<file path="config.mk">
export PLATFORM = sky130hd
export DESIGN_NAME = apb_req_arbiter
export DESIGN_NICKNAME = d
export VERILOG_FILES = /design/src/rtl/apb_arb_pkg.sv /design/src/rtl/apb_rr_pick.sv /design/src/rtl/apb_req_arbiter.sv
export SDC_FILE = /design/constraint.sdc
export NUM_CORES = 1
export LEC_CHECK = 0
export ABC_AREA = 0
export CAP_MARGIN = 30
export CORE_AREA = 4 4 157 159
export DETAILED_ROUTE_END_ITERATION = 6
export DIE_AREA = 0 0 161 163
export DONT_BUFFER_PORTS = 1
export SETUP_SLACK_MARGIN = 0.3
export SYNTH_ARGS = -nofsm -noshare
export SYNTH_HDL_FRONTEND = slang
export SYNTH_SLANG_ARGS = --single-unit
</file>
<file path="constraint.sdc">
create_clock -name HCLK -period 3.6 [get_ports HCLK]
set_input_delay 0.54 -clock HCLK [delete_from_list [all_inputs] [get_ports HCLK]]
set_output_delay 0.54 -clock HCLK [all_outputs]
set_load 0.01 [all_outputs]
</file>
<file path="src/rtl/apb_arb_pkg.sv">
// Shared types and constants for the APB request arbiter: FSM states,
// requester index sizing and response error encodings.
package apb_arb_pkg;

    localparam int unsigned MAX_REQ = 8;
    localparam int unsigned IDX_W   = $clog2(MAX_REQ);

    typedef enum logic [1:0] {
        ST_IDLE   = 2'd0,
        ST_SETUP  = 2'd1,
        ST_ACCESS = 2'd2
    } arb_state_e;

    localparam logic RSP_OK      = 1'b0;
    localparam logic RSP_SLVERR  = 1'b1;
    localparam logic RSP_TIMEOUT = 1'b1;

    // One-hot requester vector for a granted index
    function automatic logic [MAX_REQ-1:0] idx_onehot(input logic [IDX_W-1:0] idx);
        idx_onehot = MAX_REQ'(1) << idx;
    endfunction

endpackage

</file>
<file path="src/rtl/apb_rr_pick.sv">
// Round-robin picker: first eligible request at or after the pointer,
// searching upward with wrap-around.
module apb_rr_pick
    import apb_arb_pkg::*;
#(
    parameter int unsigned NUM_REQ = 4
) (
    input  logic [NUM_REQ-1:0] i_req,
    input  logic [IDX_W-1:0]   i_ptr,
    output logic               o_grant_valid,
    output logic [IDX_W-1:0]   o_grant_idx
);

    localparam logic [IDX_W:0] NREQ = (IDX_W+1)'(NUM_REQ);

    logic [MAX_REQ-1:0] w_req_ext;
    logic [IDX_W:0]     w_cand;

    assign w_req_ext = MAX_REQ'(i_req);

    // Walk from the farthest rotated slot back to the pointer so the nearest hit wins
    always_comb begin
        o_grant_valid = 1'b0;
        o_grant_idx   = '0;
        w_cand        = '0;
        for (int k = NUM_REQ - 1; k >= 0; k--) begin
            w_cand = {1'b0, i_ptr} + (IDX_W+1)'(k);
            if (w_cand >= NREQ) begin
                w_cand = w_cand - NREQ;
            end
            if (w_req_ext[w_cand[IDX_W-1:0]]) begin
                o_grant_valid = 1'b1;
                o_grant_idx   = w_cand[IDX_W-1:0];
            end
        end
    end

endmodule

</file>
<file path="src/rtl/apb_req_arbiter.sv">
// Round-robin arbiter sharing one APB3 master port among NUM_REQ requesters.
// Define APB_ARB_TIMEOUT_EN to abort ACCESS phases stuck longer than TIMEOUT_CYCLES.
module apb_req_arbiter
    import apb_arb_pkg::*;
#(
    parameter int unsigned NUM_REQ        = 4,
    parameter int unsigned ADDR_W         = 32,
    parameter int unsigned DATA_W         = 32,
    parameter int unsigned TIMEOUT_CYCLES = 256
) (
    input  logic                      HCLK,
    input  logic                      HRESET,
    input  logic [NUM_REQ-1:0]        REQ,
    input  logic [NUM_REQ-1:0]        REQ_WRITE,
    input  logic [NUM_REQ*ADDR_W-1:0] REQ_ADDR,
    input  logic [NUM_REQ*DATA_W-1:0] REQ_WDATA,
    output logic [NUM_REQ-1:0]        DONE,
    output logic [DATA_W-1:0]         RSP_RDATA,
    output logic                      RSP_ERR,
    output logic                      BUSY,
    output logic [ADDR_W-1:0]         PADDR,
    output logic                      PSEL,
    output logic                      PENABLE,
    output logic                      PWRITE,
    output logic [DATA_W-1:0]         PWDATA,
    input  logic [DATA_W-1:0]         PRDATA,
    input  logic                      PREADY,
    input  logic                      PSLVERR
);

    if (NUM_REQ < 2 || NUM_REQ > MAX_REQ || TIMEOUT_CYCLES < 1) begin : g_param_chk
        $error("apb_req_arbiter: NUM_REQ must be 2..8 and TIMEOUT_CYCLES >= 1");
    end

    arb_state_e         r_state, w_state_nxt;
    logic [IDX_W-1:0]   r_ptr, w_ptr_nxt;
    logic [IDX_W-1:0]   r_owner, w_owner_nxt;
    logic [ADDR_W-1:0]  r_paddr, w_paddr_nxt;
    logic               r_psel, w_psel_nxt;
    logic               r_penable, w_penable_nxt;
    logic               r_pwrite, w_pwrite_nxt;
    logic [DATA_W-1:0]  r_pwdata, w_pwdata_nxt;
    logic [NUM_REQ-1:0] r_done, w_done_nxt;
    logic [DATA_W-1:0]  r_rdata, w_rdata_nxt;
    logic               r_err, w_err_nxt;
    logic               r_busy, w_busy_nxt;

    logic [NUM_REQ-1:0] w_elig;
    logic               w_grant_valid;
    logic [IDX_W-1:0]   w_grant_idx;
    logic [IDX_W:0]     w_ptr_inc;
    logic               w_tmo_hit;

    // A requester being told DONE this cycle must not be re-granted on the same stale request
    assign w_elig    = REQ & ~r_done;
    assign w_ptr_inc = {1'b0, w_grant_idx} + (IDX_W+1)'(1);

    apb_rr_pick #(
        .NUM_REQ (NUM_REQ)
    ) u_pick (
        .i_req         (w_elig),
        .i_ptr         (r_ptr),
        .o_grant_valid (w_grant_valid),
        .o_grant_idx   (w_grant_idx)
    );

`ifdef APB_ARB_TIMEOUT_EN
    localparam int unsigned TMO_W = (TIMEOUT_CYCLES > 1) ? $clog2(TIMEOUT_CYCLES) : 1;

    logic [TMO_W-1:0] r_tmo_cnt, w_tmo_cnt_nxt;

    assign w_tmo_hit = (r_state == ST_ACCESS) && !PREADY &&
                       (r_tmo_cnt == TMO_W'(TIMEOUT_CYCLES - 1));

    always_comb begin
        w_tmo_cnt_nxt = r_tmo_cnt;
        if (w_state_nxt == ST_SETUP) begin
            w_tmo_cnt_nxt = '0;
        end else if (r_state == ST_ACCESS) begin
            w_tmo_cnt_nxt = r_tmo_cnt + TMO_W'(1);
        end
    end

    always_ff @(posedge HCLK) begin
        if (HRESET) begin
            r_tmo_cnt <= '0;
        end else begin
            r_tmo_cnt <= w_tmo_cnt_nxt;
        end
    end
`else
    assign w_tmo_hit = 1'b0;
`endif

    always_comb begin
        w_state_nxt   = r_state;
        w_ptr_nxt     = r_ptr;
        w_owner_nxt   = r_owner;
        w_paddr_nxt   = r_paddr;
        w_pwrite_nxt  = r_pwrite;
        w_pwdata_nxt  = r_pwdata;
        w_psel_nxt    = 1'b0;
        w_penable_nxt = 1'b0;
        w_done_nxt    = '0;
        w_rdata_nxt   = '0;
        w_err_nxt     = RSP_OK;

        case (r_state)
            ST_IDLE: begin
                if (w_grant_valid) begin
                    w_state_nxt  = ST_SETUP;
                    w_owner_nxt  = w_grant_idx;
                    w_ptr_nxt    = (w_ptr_inc == (IDX_W+1)'(NUM_REQ)) ? '0 : w_ptr_inc[IDX_W-1:0];
                    w_paddr_nxt  = REQ_ADDR[int'(w_grant_idx) * ADDR_W +: ADDR_W];
                    w_pwdata_nxt = REQ_WDATA[int'(w_grant_idx) * DATA_W +: DATA_W];
                    w_pwrite_nxt = REQ_WRITE[w_grant_idx];
                    w_psel_nxt   = 1'b1;
                end
            end
            ST_SETUP: begin
                w_state_nxt   = ST_ACCESS;
                w_psel_nxt    = 1'b1;
                w_penable_nxt = 1'b1;
            end
            ST_ACCESS: begin
                w_psel_nxt    = 1'b1;
                w_penable_nxt = 1'b1;
                if (PREADY) begin
                    w_state_nxt   = ST_IDLE;
                    w_psel_nxt    = 1'b0;
                    w_penable_nxt = 1'b0;
                    w_done_nxt    = NUM_REQ'(idx_onehot(r_owner));
                    w_rdata_nxt   = r_pwrite ? '0 : PRDATA;
                    w_err_nxt     = PSLVERR ? RSP_SLVERR : RSP_OK;
                end else if (w_tmo_hit) begin
                    w_state_nxt   = ST_IDLE;
                    w_psel_nxt    = 1'b0;
                    w_penable_nxt = 1'b0;
                    w_done_nxt    = NUM_REQ'(idx_onehot(r_owner));
                    w_err_nxt     = RSP_TIMEOUT;
                end
            end
            default: begin
                w_state_nxt = ST_IDLE;
            end
        endcase

        w_busy_nxt = (w_state_nxt != ST_IDLE);
    end

    always_ff @(posedge HCLK) begin
        if (HRESET) begin
            r_state   <= ST_IDLE;
            r_ptr     <= '0;
            r_owner   <= '0;
            r_paddr   <= '0;
            r_psel    <= 1'b0;
            r_penable <= 1'b0;
            r_pwrite  <= 1'b0;
            r_pwdata  <= '0;
            r_done    <= '0;
            r_rdata   <= '0;
            r_err     <= 1'b0;
            r_busy    <= 1'b0;
        end else begin
            r_state   <= w_state_nxt;
            r_ptr     <= w_ptr_nxt;
            r_owner   <= w_owner_nxt;
            r_paddr   <= w_paddr_nxt;
            r_psel    <= w_psel_nxt;
            r_penable <= w_penable_nxt;
            r_pwrite  <= w_pwrite_nxt;
            r_pwdata  <= w_pwdata_nxt;
            r_done    <= w_done_nxt;
            r_rdata   <= w_rdata_nxt;
            r_err     <= w_err_nxt;
            r_busy    <= w_busy_nxt;
        end
    end

    assign DONE      = r_done;
    assign RSP_RDATA = r_rdata;
    assign RSP_ERR   = r_err;
    assign BUSY      = r_busy;
    assign PADDR     = r_paddr;
    assign PSEL      = r_psel;
    assign PENABLE   = r_penable;
    assign PWRITE    = r_pwrite;
    assign PWDATA    = r_pwdata;

endmodule
</file>
# Word level (Yosys, flattened, before mapping)
# Cells that the tools add are included.
# classes
add_sub_neg	8
n_lt_le_gt_ge	9
eq_ne	3
shifts	3
muxes	31
bitwise	4
reduce_logical	5
# op_table
cell	n
$shiftx 128x9->32	2
$mux 3	9
$lt 3x4->1 const B	4
$bmux 1 s3	4
$ge 4x3->1 const B	3
$mux 1	12
$sub 3x3->3 const B	4
$add 3x1->4 const B	2
$add 3x2->4 const B	2
$pmux 2 s3	1
$and 4x4->4	1
$eq 4x3->1 const B	1
$mux 2	2
$not 4->4	1
$reduce_or 4->1	1
$shl 1x3->4 const A	1
$ge 3x3->1 const B	1
$lt 3x3->1 const B	1
$pmux 1 s3	1
$reduce_or 3->1	1
$bmux 1 s2	1
$eq 2x1->1 const B	1
$eq 2x2->1 const B	1
$logic_not 2->1	1
other kinds (4)	5
# word_totals
ff_bits	113
inputBits	300
wordCells	75

# Logic depth before layout (Yosys ltp)
# Gate-level depths: netlist of run 1.
# logic_depth
word_depth	12
depth_mapped	12
depth_no_buf	9

# Modules after synthesis
# From an unflattened synthesis of run 1, not the netlist that was laid out.
# hier_totals
cells_unflattened	410
area_unflattened_um2	5383.9
# modules_own_cells
module	n_inst	cells_each	area_each_um2
apb_req_arbiter	1	366	5039.8
apb_rr_pick	1	44	344.1

# Worst setup path before layout of run 1
# Ideal clock, no wire load.
# synth_path
path_type	reg2reg
start	register r_ptr[0]
end	register r_paddr[21], in the netlist PADDR[21]
arrival_ns	2.863
t_required_ns	3.521
path_slack_ns	0.658
path_stages_with_launch	12
path_buffers	2
period_less_slack_ns	2.942
cell_sequence	dfxtp_1 -> inv_1 -> ha_1 -> or3b_4 -> a211oi_4 -> o31ai_1 -> a22oi_2 -> mux2i_1 -> nand3b_1 -> buf_2 -> buf_2 -> o221ai_2
# synth_between
elab_chain_len	10
word_cells_on_any_way	33
cone_classes	add/sub: 7; order compare: 4; shift: 1; mux: 20; reduce/logical: 1
# synth_rtl
element	line	text
start: declaration	apb_req_arbiter.sv:36	logic [IDX_W-1:0] r_ptr, w_ptr_nxt;
start signal: assignment	apb_req_arbiter.sv:167	r_ptr <= w_ptr_nxt;
$add 3x2->4	apb_rr_pick.sv:27	w_cand = {1'b0, i_ptr} + (IDX_W+1)'(k);
$ge 4x3->1 or $sub 3x3->3 (tied branches)	apb_rr_pick.sv:28, apb_rr_pick.sv:29	
$mux 3	apb_rr_pick.sv:28	if (w_cand >= NREQ) begin
$bmux 1 s3	apb_rr_pick.sv:31	if (w_req_ext[w_cand[IDX_W-1:0]]) begin
$mux 1 (not written as such)	apb_rr_pick.sv:31	
$mux 3 or $mux 1 (tied branches) (4 in a row)	apb_rr_pick.sv:31	
$shiftx 128x9->32 or $reduce_and 2->1 (tied branches)	n/a	
end signal: assignment	apb_req_arbiter.sv:169	r_paddr <= w_paddr_nxt;
end: declaration	apb_req_arbiter.sv:38	logic [ADDR_W-1:0] r_paddr, w_paddr_nxt;
# Parallel ways exist; a longest one is shown, timed or not. The select of a mux whose other input is x is not followed.
# A chain may end at the register's enable or synchronous reset.

# Worst setup path after layout of run 1
# layout_path
start	register r_ptr[1]
end	register r_pwdata[8], in the netlist PWDATA[8]
# layout_between
elab_chain_len	10
word_cells_on_any_way	33
cone_classes	add/sub: 7; order compare: 4; shift: 1; mux: 20; reduce/logical: 1
# layout_rtl
element	line	text
$add 3x2->4	apb_rr_pick.sv:27	
$ge 4x3->1 or $sub 3x3->3 (tied branches)	apb_rr_pick.sv:28, apb_rr_pick.sv:29	
$mux 3	apb_rr_pick.sv:28	
$bmux 1 s3	apb_rr_pick.sv:31	
$mux 1 (not written as such)	apb_rr_pick.sv:31	
$mux 3 or $mux 1 (tied branches) (4 in a row)	apb_rr_pick.sv:31	
$shiftx 128x9->32 or $reduce_and 2->1 (tied branches)	n/a	
end signal: assignment	apb_req_arbiter.sv:173	r_pwdata <= w_pwdata_nxt;
end: declaration	apb_req_arbiter.sv:42	logic [DATA_W-1:0] r_pwdata, w_pwdata_nxt;
# Parallel ways exist; a longest one is shown, timed or not. The select of a mux whose other input is x is not followed.

==> results.py, run 1 <==
metrics = {
    "worst_setup_path": {
        "crit_type": "flop to flop",
        "required_ns": 3.88,
        "cp-startpoint": "r_ptr[1]",
        "rr_startpoint": "r_ptr[1]",
        "worstPathArrival_ns": 3.39,
        "startpoint_type": "flop",
        "crit_path_end_kind": "flop",
        "worst-path-max-fanout": 31,
    },
    "sta": {
        "setup_viol": 0,
        "period_needed_ns": 3.11,
        "rsz0062_at_grt": "false",
        "relSlewSlack": 0.419,
        "worst_clock_skew_ns": 0.0142,
        "max_freq_ghz": 0.322,
        "fin_crit_sh": 0.864,
        "setup-tns-final_ns": 0,
        "report.final.slew_viol_count": 0,
        "worstMarginPinSlew_ns": 0.870,
        "hold_viol_final": 0,
    },
    "power": {
        "leakagePower_nw": 2.50,
        "finalPower_w": 0.00701,
        "ir_drop_uv": 531,
        "sw_frac_of_total": 0.396,
        "pwr-share-seq": 0.268,
        "powerDensity_mw_per_mm2": 1030,
        "p_int_w": 0.00423,
        "switchingPower_w": 0.00278,
        "power_frac_comb": 0.483,
        "clockPowerShare": 0.249,
    },
    "place": {
        "place_congestion": 0.805,
        "portBuffers": 0,
        "hpwl_um": 13800,
        "placed_area_sq_mm": 0.00607,
    },
    "logic_synthesis": {
        "synthMuxAreaShare": 0.229,
        "synth_seq_cells": 113,
        "yosysWarnings": 0,
        "synth_cell_types": 42,
        "synth_compound_area_frac": 0.188,
        "synth_top_cell_by_area": "dfxtp_1",
        "synthAdderAreaFrac": 0.0130,
        "yosysSeqAreaShare": 0.393,
        "synth-edff-count": 0,
        "synth_top_family_by_area": "multiplexers",
        "synth_area_leaders": "dfxtp_1, mux2i_1, o221ai_2",
        "syn_area_per_cell_sq_um": 10.6,
        "synth_xor_xnor_area_share": 0.00152,
        "synth_top_area_frac": 0.393,
        "synthArstFlopShare": 0,
        "syn-num-nets": 847,
        "yosys.area_share.simple": 0.126,
        "synth_cells": 541,
        "ys.flop_type": "dfxtp_1",
        "syn_area_sq_mm": 0.00576,
    },
    "detailed_routing": {
        "dr.pass1.iters": 6,
        "wirelength_um": 18400,
        "avgRoutedWirePerCell_um": 21.3,
        "drtAntennaViolNets": 0,
        "drt-met1-wl_um": 6510,
        "drt-initial-drc-count": 161,
        "wl_met2_um": 9970,
        "wl_met3_um": 1740,
        "vias": 4229,
        "drc": 0,
        "routed.top_layer": "met4",
        "routed_via_density": 4.90,
    },
    "finish": {
        "design_area_sq_mm": 0.00679,
        "drive_gt1_frac": 0.210,
        "area_growth_pct": 17.9,
        "antenna_cells": 0,
        "finish.net_count": 837,
    },
    "clock_tree": {
        "clock_latency_ns": 0.41,
        "cts.clk_slew.worst_paths_ns": 0.06,
        "ctsHoldBuffers": 0,
        "cts_tree": "done",
        "cts-root-buf": "clkbuf_16",
        "numCtsBuffers": 17,
        "cts.sinks": 113,
        "htreeDepth": 4,
        "clock_path_buffers": 2,
    },
    "die": {
        "die_x_um": 161,
        "die_h_um": 163,
        "ios": 405,
        "placementRows": 56,
        "core-area_sq_mm": 0.0233,
        "start_util": 0.248,
        "die_area_sq_mm": 0.0262,
    },
    "global_routing": {
        "grt_max_degree": 66,
        "first_global_vias": 4352,
        "grt_pass1_wl_um": 25900,
        "antenna_found_initial": 0,
        "grt_usage": 0.128,
        "grt_overflow": 0,
    },
    "run": {
        "drv_cap": 0,
    },
    "run_status": {
        "status": "finished, final reports clean",
    },
    "min_path": {
        "hp-start": "HRESET",
        "hold_class": "primary input to flop",
    },
}
## kinds of logic after synthesis
group	after synthesis
compound gates	94
buf+inv	50
xor+xnor	1
simple gates	145
mux	132
fa+ha+maj	6
flops	113
## cell type report
cell class / count / area (sq um)
clock inverter: 15 / 184
sequential: 113 / 2260
fill: 2432 / 16500
multi-input combinational: 378 / 3280
clock buffer: 17 / 425
timing repair buffer: 13 / 205
tap: 319 / 399
inverter: 8 / 30.0
## power groups by stage
stage	Sequential (W)	Clock, W	Combinational, W
floorplan	0.00182	0	0.00272
global placement	0.00191	0	0.00308
detailed placement	0.00191	0	0.00313
CTS	0.00189	0.00181	0.00323
global route	0.00191	0.00187	0.00365
finish	0.00188	0.00174	0.00338
## state kept, by name, indices dropped and copies added, names as in the netlist, 2 cells and up
name and count:
PWDATA 32, r_ptr 3, PADDR 32, r_owner 3, r_state 2, RSP_RDATA 32, DONE 4
## cells in the final DEF (no fill, tap or decap), drive strengths merged, types with 2 or more instances in the layout
cell type | synthesis | routed
mux2i | 132 | 132
dfxtp | 113 | 113
nand2 | 71 | 71
o221ai | 65 | 65
and2 | 35 | 35
clkbuf | 13 | 18
inv | 8 | 11
buf | 29 | 11
nor2 | 10 | 10
a21oi | 9 | 9
nand3b | 7 | 7
o21ai | 7 | 7
ha | 6 | 6
clkinv | 0 | 6
or2 | 3 | 3
nand2b | 3 | 3
clkinvlp | 0 | 3
bufinv | 0 | 3
or3b | 3 | 3
nor2b | 2 | 2
and3 | 2 | 2
a221oi | 2 | 2
nor3b | 2 | 2
nor3 | 2 | 2
nor4 | 2 | 2
a211oi | 2 | 2
## critical path: stages (launching register included)
cell and delay, ns:
dfxtp_2 0.35, inv_1 0.17, ha_2 0.36, or3b_4 0.40, a211oi_4 0.32, o21a_1 0.20, a31oi_1 0.07, o22ai_4 0.17
buf_4 0.20, clkbuf_16 0.26, mux2i_1 0.33, o221ai_2 0.14
## synthesized netlist by cell type, types with 3 or more instances
library cell	count
mux2i_1	132
dfxtp_1	113
nand2_1	71
o221ai_2	50
and2_1	35
buf_2	15
o221ai_1	15
clkbuf_1	13
nor2_1	10
a21oi_1	9
buf_4	8
inv_1	8
nand3b_1	7
buf_6	6
ha_1	6
o21ai_0	6
nand2b_1	3
or2_2	3
## path summary, 6_finish.rpt
| check | endpoint | slack, ns | cells after the start |
|---|---|---|---|
| hold / removal | r_ptr[0] | 0.20 | 1 |
| hold reg to reg | DONE[1] | 0.47 | 1 |
| setup reg to reg | PWDATA[8] | 0.49 | 11 |
| setup / recovery | PWDATA[8] | 0.49 | 11 |
## what timing repair did
action	CTS	global route
setup buffers	0	2
pin swaps	0	1
cloned	1	1
endpoints found under the setup margin	1	65
gates resized for setup	0	13
## routing by layer
metal  vias to the layer above  GRT usage
li1                       1981          -
met1                      1975      0.132
met2                       261      0.239
met3                        12     0.0524
met4                         0     0.0361
met5                         -          0
## metrics by stage
stage                     worst slack, ns   util  instances  hold slack (ns)
after floorplan                     0.658      -        541            0.429
after global placement              0.306  0.261        827            0.463
after detailed placement            0.246  0.261        827            0.455
after CTS                           0.302  0.289        860            0.174
after global routing                0.335  0.292        863            0.169
final                               0.491  0.292        863            0.202
No activity file was read; power rests on OpenSTA's default activity.
==> inputs of run 2 (changes only) <==
Settings changed: SETUP_SLACK_MARGIN 0.3 to 0.5.
==> run 2 against run 1 <==
Net effect: clock skew is 0.0029 ns higher; power grew 5.4%; wire length up 7.9%; worst hold slack hardly changed; global-route usage is 0.31 points higher; via count rose by 1.8%; setup slack gained 0.090 ns; largest cell class unchanged; final cell count increased by 0.70%; critical path type unchanged; highest routed layer unchanged; clock power hardly changed; non-clock buffer count up 6; clock-buffer cell count unchanged.
==> results.py, run 2 (synthesized netlist as in run 1, its figures left out) <==
metrics = {
    "sta": {
        "setup_viol": 0,
        "setup-tns-final_ns": 0,
        "relSlewSlack": 0.417,
        "fin_crit_sh": 0.839,
        "hold_viol_final": 0,
        "worst_clock_skew_ns": 0.0171,
        "report.final.slew_viol_count": 0,
        "period_needed_ns": 3.02,
        "worstMarginPinSlew_ns": 0.873,
        "max_freq_ghz": 0.331,
        "rsz0062_at_grt": "false",
    },
    "finish": {
        "area_growth_pct": 20.5,
        "drive_gt1_frac": 0.231,
        "finish.net_count": 843,
        "design_area_sq_mm": 0.00694,
        "final_cell_mix": "mux2i_1, dfxtp_1, nand2_1",
        "layout_commonest_cell": "mux2i_1",
        "antenna_cells": 0,
    },
    "worst_setup_path": {
        "required_ns": 3.92,
        "crit_path_max_incr_delay_ns": 0.40,
        "rr_startpoint": "r_ptr[0]",
        "crit_path_end_kind": "flop",
        "crit_path_cell_trace": "inv_1 -> ha_2 -> or3b_4 -> a211oi_4 -> o31ai_1 -> a22oi_2 -> mux2i_2 -> nand3b_1 -> buf_4 -> buf_8 -> o221ai_1",
        "slowest_stage": "or3b_4",
        "startpoint_type": "flop",
        "worstPathArrival_ns": 3.34,
        "r2r_slack_ns": 0.58,
        "worst-path-max-fanout": 32,
        "r2r-end": "PWDATA[25]",
        "endpoint": "PWDATA[25]",
        "reg2reg_depth": 11,
        "cp-startpoint": "r_ptr[0]",
        "crit_type": "flop to flop",
    },
    "place": {
        "portBuffers": 0,
        "placed_area_sq_mm": 0.00607,
        "hpwl_um": 13800,
        "place_congestion": 0.805,
    },
    "detailed_routing": {
        "wirelength_um": 19800,
        "drtAntennaViolNets": 0,
        "avgRoutedWirePerCell_um": 22.8,
        "dr.pass1.iters": 4,
        "routed_via_density": 4.96,
        "drt-initial-drc-count": 184,
        "drc": 0,
        "vias": 4307,
    },
    "global_routing": {
        "grt_max_degree": 66,
        "antenna_found_initial": 0,
        "first_global_vias": 4392,
        "grt_overflow": 0,
        "grt_pass1_wl_um": 26400,
        "grt_usage": 0.131,
    },
    "min_path": {
        "hold_class": "primary input to flop",
    },
    "power": {
        "power_frac_comb": 0.509,
        "sw_frac_of_total": 0.401,
        "powerDensity_mw_per_mm2": 1060,
        "p_int_w": 0.00442,
        "switchingPower_w": 0.00296,
        "leakagePower_nw": 2.55,
        "ir_drop_uv": 500,
        "pwr-share-seq": 0.255,
        "clockPowerShare": 0.237,
    },
    "clock_tree": {
        "numCtsBuffers": 17,
        "htreeDepth": 4,
        "cts_tree": "done",
        "clock_path_buffers": 2,
        "ctsHoldBuffers": 0,
        "cts.clk_slew.worst_paths_ns": 0.06,
        "clock_latency_ns": 0.41,
        "cts.sinks": 113,
        "cts-root-buf": "clkbuf_16",
    },
    "die": {
        "ios": 405,
        "die_x_um": 161,
        "core-area_sq_mm": 0.0233,
        "placementRows": 56,
        "start_util": 0.248,
        "die_h_um": 163,
        "die_area_sq_mm": 0.0262,
    },
    "run": {
        "drv_cap": 0,
    },
    "run_status": {
        "status": "finished, final reports clean",
    },
}
==> run 2: cell types whose count changed in the layout (fill, tap and decap cells not counted), sizes merged <==
| cell | change |
|---|---|
| buf | +5 |
| clkbuf | +2 |
| bufbuf | -1 |
==> run 2: what timing repair did <==
item	in CTS	in global routing
setup endpoints to repair	65	65
setup buffers	2	2
gates cloned	2	4
pin swaps	1	1
resized for setup	5	19
==> run 2: worst min path at each step <==
stage,startpoint,endpoint,depth (start not counted)
finish,HRESET,r_ptr[0],1
global route,HRESET,r_ptr[0],1
CTS,HRESET,r_ptr[0],1
detailed placement,r_owner[1],DONE[1],1
global placement,r_owner[2],DONE[2],1
floorplan,r_owner[1],DONE[1],1
==> run 2: critical path, delay by kind of cell (launching register included) <==
family | cells | cell delay, ns
AO/OA/AOI/OAI | 4 | 0.90
adder cells (fa/ha/maj) | 1 | 0.35
buffers and inverters | 3 | 0.56
flip-flops | 1 | 0.31
multiplexers | 1 | 0.30
AND/OR/NAND/NOR | 2 | 0.51
==> run 2: power by group through the flow <==
stage / sequential [W] / clock [W] / combinational (W)
final: 0.00188 / 0.00175 / 0.00376
after global routing: 0.00192 / 0.00187 / 0.00403
after CTS: 0.00189 / 0.00181 / 0.00341
after detailed placement: 0.00191 / 0 / 0.00313
after global placement: 0.00191 / 0 / 0.00308
after floorplan: 0.00182 / 0 / 0.00272
==> run 2: through the flow <==
step	worst slack (ns)	hold slack, ns	utilization	power [W]	cells
floorplan	0.658	0.429	-	0.00455	541
global placement	0.306	0.463	0.261	0.00499	827
detailed placement	0.246	0.455	0.261	0.00504	827
CTS	0.479	0.174	0.291	0.00711	863
global route	0.476	0.169	0.298	0.00782	869
finish	0.581	0.201	0.298	0.00739	869
==> run 2: area by class of cell <==
type	instances	area, sq um
Clock buffer	17	425
Clock inverter	15	184
Fill cell	2416	16300
Inverter	8	30.0
Multi-Input combinational cell	378	3310
Sequential cell	113	2260
Tap cell	319	399
Timing Repair Buffer	19	324
==> run 2: metal layers <==
| layer | global-route usage | share of wire |
|---|---|---|
| met4 | 0.0376 | 0.012 |
| met3 | 0.0521 | 0.091 |
| met5 | 0 | 0 |
| met2 | 0.245 | 0.54 |
| met1 | 0.136 | 0.36 |
